$ cat config.mk
export PLATFORM = sky130hd
export DESIGN_NAME = normalizer_multi
export DESIGN_NICKNAME = d
export VERILOG_FILES = /design/src/rtl/normalizer_multi.sv
export SDC_FILE = /design/constraint.sdc
export NUM_CORES = 2
export LEC_CHECK = 0
export ABC_AREA = 1
export ABC_CLOCK_PERIOD_IN_PS = 81700
export BUFFER_PORTS_ARGS = -buffer_cell sky130_fd_sc_hd__buf_2
export CELL_PAD_IN_SITES_DETAIL_PLACEMENT = 2
export CELL_PAD_IN_SITES_GLOBAL_PLACEMENT = 2
export CORE_AREA = 4 4 388 352
export DETAILED_ROUTE_END_ITERATION = 10
export DIE_AREA = 0 0 392 356
export PLACE_DENSITY_LB_ADDON = 0.08
export SYNTH_ARGS = -nofsm -noshare
export SYNTH_HDL_FRONTEND = slang
export SYNTH_SLANG_ARGS = --single-unit
$ cat constraint.sdc
create_clock -name clk -period 81.7 [get_ports clk]
set_input_delay 0 -clock clk [delete_from_list [all_inputs] [get_ports clk]]
set_output_delay 0 -clock clk [all_outputs]
set_load 0.01 [all_outputs]
$ cat src/rtl/normalizer_multi.sv
// Multi-channel column normalizer: gathers one COL-element vector per channel,
// reduces all elements to a (signed or absolute) sum, then streams x/sum per element index.

module normalizer_lane #(
  parameter int BW_PSUM = 16,
  parameter int COL     = 8,
  parameter int FRAC    = 8,
  parameter int W_OUT   = 16,
  parameter int W_SUM   = 21
) (
  input  logic                     clk,
  input  logic                     reset,
  input  logic                     cap,
  input  logic                     rot,
  input  logic [COL*BW_PSUM-1:0]   din,
  input  logic signed [W_SUM-1:0]  sum,
  output logic [BW_PSUM-1:0]       head,
  output logic [W_OUT-1:0]         quot
);
  localparam int NW = BW_PSUM + FRAC;
  localparam int DW = ((NW > W_SUM) ? NW : W_SUM) + 1;
  localparam logic signed [DW-1:0] QMAX = {{(DW-W_OUT+1){1'b0}}, {(W_OUT-1){1'b1}}};
  localparam logic signed [DW-1:0] QMIN = {{(DW-W_OUT+1){1'b1}}, {(W_OUT-1){1'b0}}};

  logic [COL-1:0][BW_PSUM-1:0] sr;
  logic signed [DW-1:0] num, den, q;

  // Rotating by one element per cycle keeps the current element at slot 0;
  // COL rotations restore the original order.
  always_ff @(posedge clk) begin
    if (reset)    sr <= '0;
    else if (cap) sr <= din;
    else if (rot) sr <= {sr[0], sr[COL-1:1]};
  end

  assign head = sr[0];
  assign num  = DW'($signed(sr[0])) <<< FRAC;
  assign den  = DW'(sum);

  always_comb begin
    q = '0;
    if (den != '0) q = num / den;
    if (q > QMAX)      quot = QMAX[W_OUT-1:0];
    else if (q < QMIN) quot = QMIN[W_OUT-1:0];
    else               quot = q[W_OUT-1:0];
  end
endmodule

module normalizer_multi #(
  parameter int BW_PSUM = 16,
  parameter int COL     = 8,
  parameter int N_CH    = 2,
  parameter int FRAC    = 8,
  parameter int W_OUT   = 16
) (
  input  logic                          clk,
  input  logic                          reset,
  input  logic                          abs_mode,
  input  logic [N_CH-1:0]               s_valid,
  output logic [N_CH-1:0]               s_ready,
  input  logic [N_CH*COL*BW_PSUM-1:0]   s_psum,
  output logic                          m_valid,
  input  logic                          m_ready,
  output logic [N_CH*W_OUT-1:0]         m_norm,
  output logic [$clog2(COL)-1:0]        m_idx,
  output logic                          m_last,
  output logic                          m_div_zero
);
  localparam int W_SUM = BW_PSUM + $clog2(COL*N_CH) + 1;
  localparam int IW    = $clog2(COL);

  typedef enum logic [1:0] {COLLECT, SUM, DIV} state_t;

  state_t                      state;
  logic [N_CH-1:0]             got, cap;
  logic [IW-1:0]               count;
  logic signed [W_SUM-1:0]     sum, term, ext;
  logic                        mode, load, rot, cnt_last;
  logic [N_CH-1:0][BW_PSUM-1:0] head;
  logic [N_CH-1:0][W_OUT-1:0]   quot;

  assign s_ready  = ~got;
  assign cap      = s_valid & ~got & {N_CH{state == COLLECT}};
  assign load     = (state == DIV) && (!m_valid || m_ready);
  assign rot      = (state == SUM) || load;
  assign cnt_last = (count == IW'(COL-1));
  assign m_last   = (m_idx == IW'(COL-1));

  for (genvar c = 0; c < N_CH; c++) begin : g_lane
    normalizer_lane #(
      .BW_PSUM(BW_PSUM), .COL(COL), .FRAC(FRAC), .W_OUT(W_OUT), .W_SUM(W_SUM)
    ) u_lane (
      .clk  (clk),
      .reset(reset),
      .cap  (cap[c]),
      .rot  (rot),
      .din  (s_psum[c*COL*BW_PSUM +: COL*BW_PSUM]),
      .sum  (sum),
      .head (head[c]),
      .quot (quot[c])
    );
  end

  // Per-cycle contribution of the current element of every channel.
  always_comb begin
    term = '0;
    ext  = '0;
    for (int c = 0; c < N_CH; c++) begin
      ext  = W_SUM'($signed(head[c]));
      term = term + ((mode && ext < 0) ? -ext : ext);
    end
  end

  always_ff @(posedge clk) begin
    if (reset) begin
      state      <= COLLECT;
      got        <= '0;
      count      <= '0;
      sum        <= '0;
      mode       <= 1'b0;
      m_valid    <= 1'b0;
      m_idx      <= '0;
      m_norm     <= '0;
      m_div_zero <= 1'b0;
    end else begin
      if (m_valid && m_ready) m_valid <= 1'b0;
      case (state)
        COLLECT: begin
          got <= got | cap;
          if (&(got | cap)) begin
            sum   <= '0;
            mode  <= abs_mode;
            count <= '0;
            state <= SUM;
          end
        end
        SUM: begin
          sum <= sum + term;
          if (cnt_last) begin
            count <= '0;
            state <= DIV;
          end else begin
            count <= count + 1'b1;
          end
        end
        DIV: begin
          if (load) begin
            m_norm     <= quot;
            m_idx      <= count;
            m_div_zero <= (sum == '0);
            m_valid    <= 1'b1;
            if (cnt_last) begin
              count <= '0;
              got   <= '0;
              state <= COLLECT;
            end else begin
              count <= count + 1'b1;
            end
          end
        end
        default: state <= COLLECT;
      endcase
    end
  end
endmodule

==> metrics.txt, run 1 <==
Async SR Flop Fraction 0; CTS Sinks 322; status aborted with a tool error; routability cong. ~0.9; CTS max path bufs 3; row cnt 127; Place WS roughly 7600 ps; Final HPWL DP 181000 um; overall die width 392 um; Seq/Total Area, Yosys 0.129; CTS H-tree depth 2; I/O Buffers approximately 300; Synth cell types 83; Yosys reg bits 322; Post-Syn Instances roughly 8000; Clk Tree Root Cell clkbuf_16; Error [ERROR DPL-0033] detailed placement checks failed during check placement.; Resize count post-CTS 0; post-CTS setup buffer count 0; Most used DFF post-synth dfxtp_1; Last stage 4_1_cts; hold buffers post-CTS 285; CTS buffer count 40; yosys warns 0; Post-Syn Area between 50000 and 60000 um2; Die Ht 356 um; # IOs 302; EDFF count, synth 0; Syn Area/Cell slightly above 6 um2; Starting Density 0.378
[through the flow]
step	utilization	std cells	area [um2]
after floorplan	-	8062	50200
after global placement	0.403	9932	53400
after detailed placement	0.403	9932	53400
[synth_stat cells (all sizes together), types with 3 or more instances]
library cell / n / area, um2
xnor2: 165 / 1450
or2: 122 / 763
o221ai: 91 / 797
a221oi: 10 / 87.6
xor2: 264 / 2310
a21o: 34 / 255
o31ai: 26 / 209
nand3: 370 / 2030
and2: 24 / 150
nor4: 27 / 169
clkinv: 15 / 62.6
a22oi: 44 / 330
a2111oi: 6 / 58.8
nor2: 635 / 2550
o21ai: 628 / 3340
o211ai: 18 / 140
o21bai: 65 / 492
and3: 3 / 18.8
a21oi: 730 / 3870
nand2: 2129 / 8180
fa: 23 / 460
inv: 986 / 3700
o21a: 18 / 135
nor3b: 4 / 30.0
o2111ai: 8 / 70.1
buf: 91 / 577
dfxtp: 322 / 6450
a211oi: 19 / 158
o41ai: 3 / 45.1
nor3: 73 / 393
ha: 673 / 8420
a21boi: 16 / 143
nand3b: 9 / 67.6
mux2i: 3 / 30.0
clkbuf: 161 / 604
nand4: 59 / 399
o22ai: 5 / 31.3
a31oi: 146 / 962
[kinds of logic after synthesis]
family          Yosys count  synth area share
mux                       3          0.000599
fa+ha+maj               696             0.177
other cells               1         0.0000748
compound gates         1881             0.225
buf+inv                1253            0.0986
simple gates           3458             0.295
xor+xnor                429            0.0750
flops                   322             0.129
==> run 2, diff against run 1 <==
==> config.mk (replaced) <==
export PLATFORM = sky130hd
export DESIGN_NAME = normalizer_multi
export DESIGN_NICKNAME = d
export VERILOG_FILES = /design/src/rtl/normalizer_multi.sv
export SDC_FILE = /design/constraint.sdc
export NUM_CORES = 2
export LEC_CHECK = 0
export ABC_AREA = 1
export ABC_CLOCK_PERIOD_IN_PS = 81700
export BUFFER_PORTS_ARGS = -buffer_cell sky130_fd_sc_hd__buf_2
export CORE_AREA = 4 4 414 416
export DETAILED_ROUTE_END_ITERATION = 10
export DIE_AREA = 0 0 418 420
export PLACE_DENSITY_LB_ADDON = 0.15
export SYNTH_ARGS = -nofsm -noshare
export SYNTH_HDL_FRONTEND = slang
export SYNTH_SLANG_ARGS = --single-unit
==> run 2 against run 1 <==
  * The flow now finishes without violations
  * Synthesized cell count unchanged
  * Synthesized area unchanged
==> metrics.txt, run 2 <==
worst hold path class input pin to register; synth top area cells ha_1, nand2_1, dfxtp_1; CTS H-tree depth 2; most frequent cells in the layout nand2_1, inv_1, a21oi_1; crit path DAT between 60000 and 70000 ps; Seq/Total Area, Yosys 0.129; routability cong. 0.892; row cnt 150; most common cell after layout, fill and taps aside nand2_1; pin count of the biggest net entering global routing 151; Avg WL per Cell 17.8 um; CTS clock-pin slew for the worst setup and hold paths approximately 60 ps; CTS Sinks ~320; GRT Total Usage 0.211; Final min period 66960 ps; slew margin rel. 0.199; Yosys reg bits 322; Async SR Flop Fraction 0; via count 53700; DRC 0; Starting Density 0.300; CP top delay family compound AO/OA/AOI/OAI gates; Most used DFF post-synth dfxtp_1; Post-synth top cells nand2_1, inv_1, a21oi_1; Final Net Count 9480; CTS max path bufs 3; Crit Path Max Fanout 40; Fin Setup TNS 0 ps; Final setup viols 0; vias in the first global route 52200; fillcell total 18300; Worst setup EP type register; Antenna Violating Nets Remaining 0; Worst setup SP type register; Clk Tree Root Cell clkbuf_16; slowest cell on the critical path a21oi_2; max FFs per register 224; initial antenna violation count 11; DIE AREA between 150000 and 200000 um2; number of max-cap violations 0; post-synth top area cell ha_1; # IOs 302; status finished, final reports clean; vias per std cell 4.99; crit-path max cell delay 880 ps; WP data required 82120 ps; Post-Syn Area 50100 um2; Die Ht approximately 420 um; routed wire length 192000 um; Synth top area share 0.168; count leader, synth nand2_1; proportion of layout cells with a drive suffix above 1 0.102; fin crit share 0.820; Post-Syn Instances 8043; cell mode on critical path nand2_1; Most flops, register g_lane.u_lane.sr; Final HPWL DP 148000 um; global route total overflow 0; 1st-iter DRT viols 3012; CTS buffer count 39; Max Slew Vio Count 0; flop2flop setup slack 14740 ps; CP bufs+invs 58; Initial DRT Pass Iterations 6; Worst Max-Slew Pin Slew 1190 ps; CTS tree yes; Syn Area/Cell roughly 6.2 um2; Area Overhead vs Synth 16.3%; Peak Freq approximately 0.015 GHz; Setup Skew between 15 and 20 ps; clock latency on the worst-skew pair between 500 and 600 ps; EDFF count, synth 0; overall die width roughly 420 um; final hold vios 0; Synth cell types 83; first-pass GRT wire length 297000 um; yosys warns 0; Core Region 167000 um2; RSZ-0062 raised after global routing false; I/O Buffers between 300 and 400; CP Class register to register
-- run 2: layer usage --
layer,vias to the layer above,part of all wire,wire length (um),global-route usage
met3,195,0.038,7370,0.0199
met4,0,0.029,5550,0.0510
met5,-,0,0,0
met1,24600,0.45,86900,0.269
met2,1063,0.48,92100,0.382
li1,27900,-,-,-
-- run 2: stage by stage --
| stage | std cells | util | instance area (um2) | hold WS [ps] | setup slack [ps] |
|---|---|---|---|---|---|
| after detailed placement | 10400 | 0.323 | 53900 | 279 | 15310 |
| after CTS | 10800 | 0.348 | 58300 | 66.7 | 15020 |
| after global routing | 10800 | 0.349 | 58300 | 103 | 6810 |
| final | 10800 | 0.349 | 58300 | 98.8 | 14740 |
| after floorplan | 8062 | - | 50200 | 135 | 27960 |
| after global placement | 10400 | 0.323 | 53900 | 280 | 16520 |
-- run 2: worst register-to-register path: cells and delay by family (launching register included) --
family	cells	cell delay, ps
AOI/OAI and AO/OA	151	27820
adders and majority gates	26	8260
buffers and inverters	58	8720
DFF	1	320
and+or+nand+nor	180	21710
-- run 2: final timing paths --
| kind | start | to | cells after the start |
|---|---|---|---|
| worst max-delay path | sum[0] | m_norm[19] | 415 |
| worst min-delay path | s_valid[1] | g_lane[1].u_lane.sr[123] | 3 |
| worst max register to register | sum[0] | m_norm[19] | 415 |
| worst min register to register | g_lane[1].u_lane.sr[17] | g_lane[1].u_lane.sr[17] | 2 |
-- run 2: what timing repair did --
action | 4_1_cts | 5_1_grt
gates resized for setup | 0 | 0
setup buffers | 0 | 0
hold buffers | 297 | 0
hold endpoints to repair | 262 | 0
endpoints found under the setup margin | 0 | 0
-- run 2: cell families after synthesis --
kind of cell | share of synthesized area
simple gates | 0.295
flops | 0.129
xor+xnor | 0.0750
fa+ha+maj | 0.177
compound gates | 0.225
other cells | 0.0000748
mux | 0.000599
buf+inv | 0.0986
-- run 2: area by class of cell --
class | instances | area, um2 | share of cell area
Clock inverter | 14 | 193 | 0.00330
Inverter | 1001 | 3770 | 0.0647
Antenna cell | 13 | 32.5 | 0.000558
Sequential cell | 322 | 6450 | 0.111
Clock buffer | 56 | 1170 | 0.0201
Timing Repair Buffer | 671 | 5050 | 0.0866
Tap cell | 2204 | 2760 | 0.0473
Multi-Input combinational cell | 6487 | 38900 | 0.667
Power of run 2 is not shown: default switching activity piles up to over one toggle a cycle in this logic, so the estimate is an artifact.
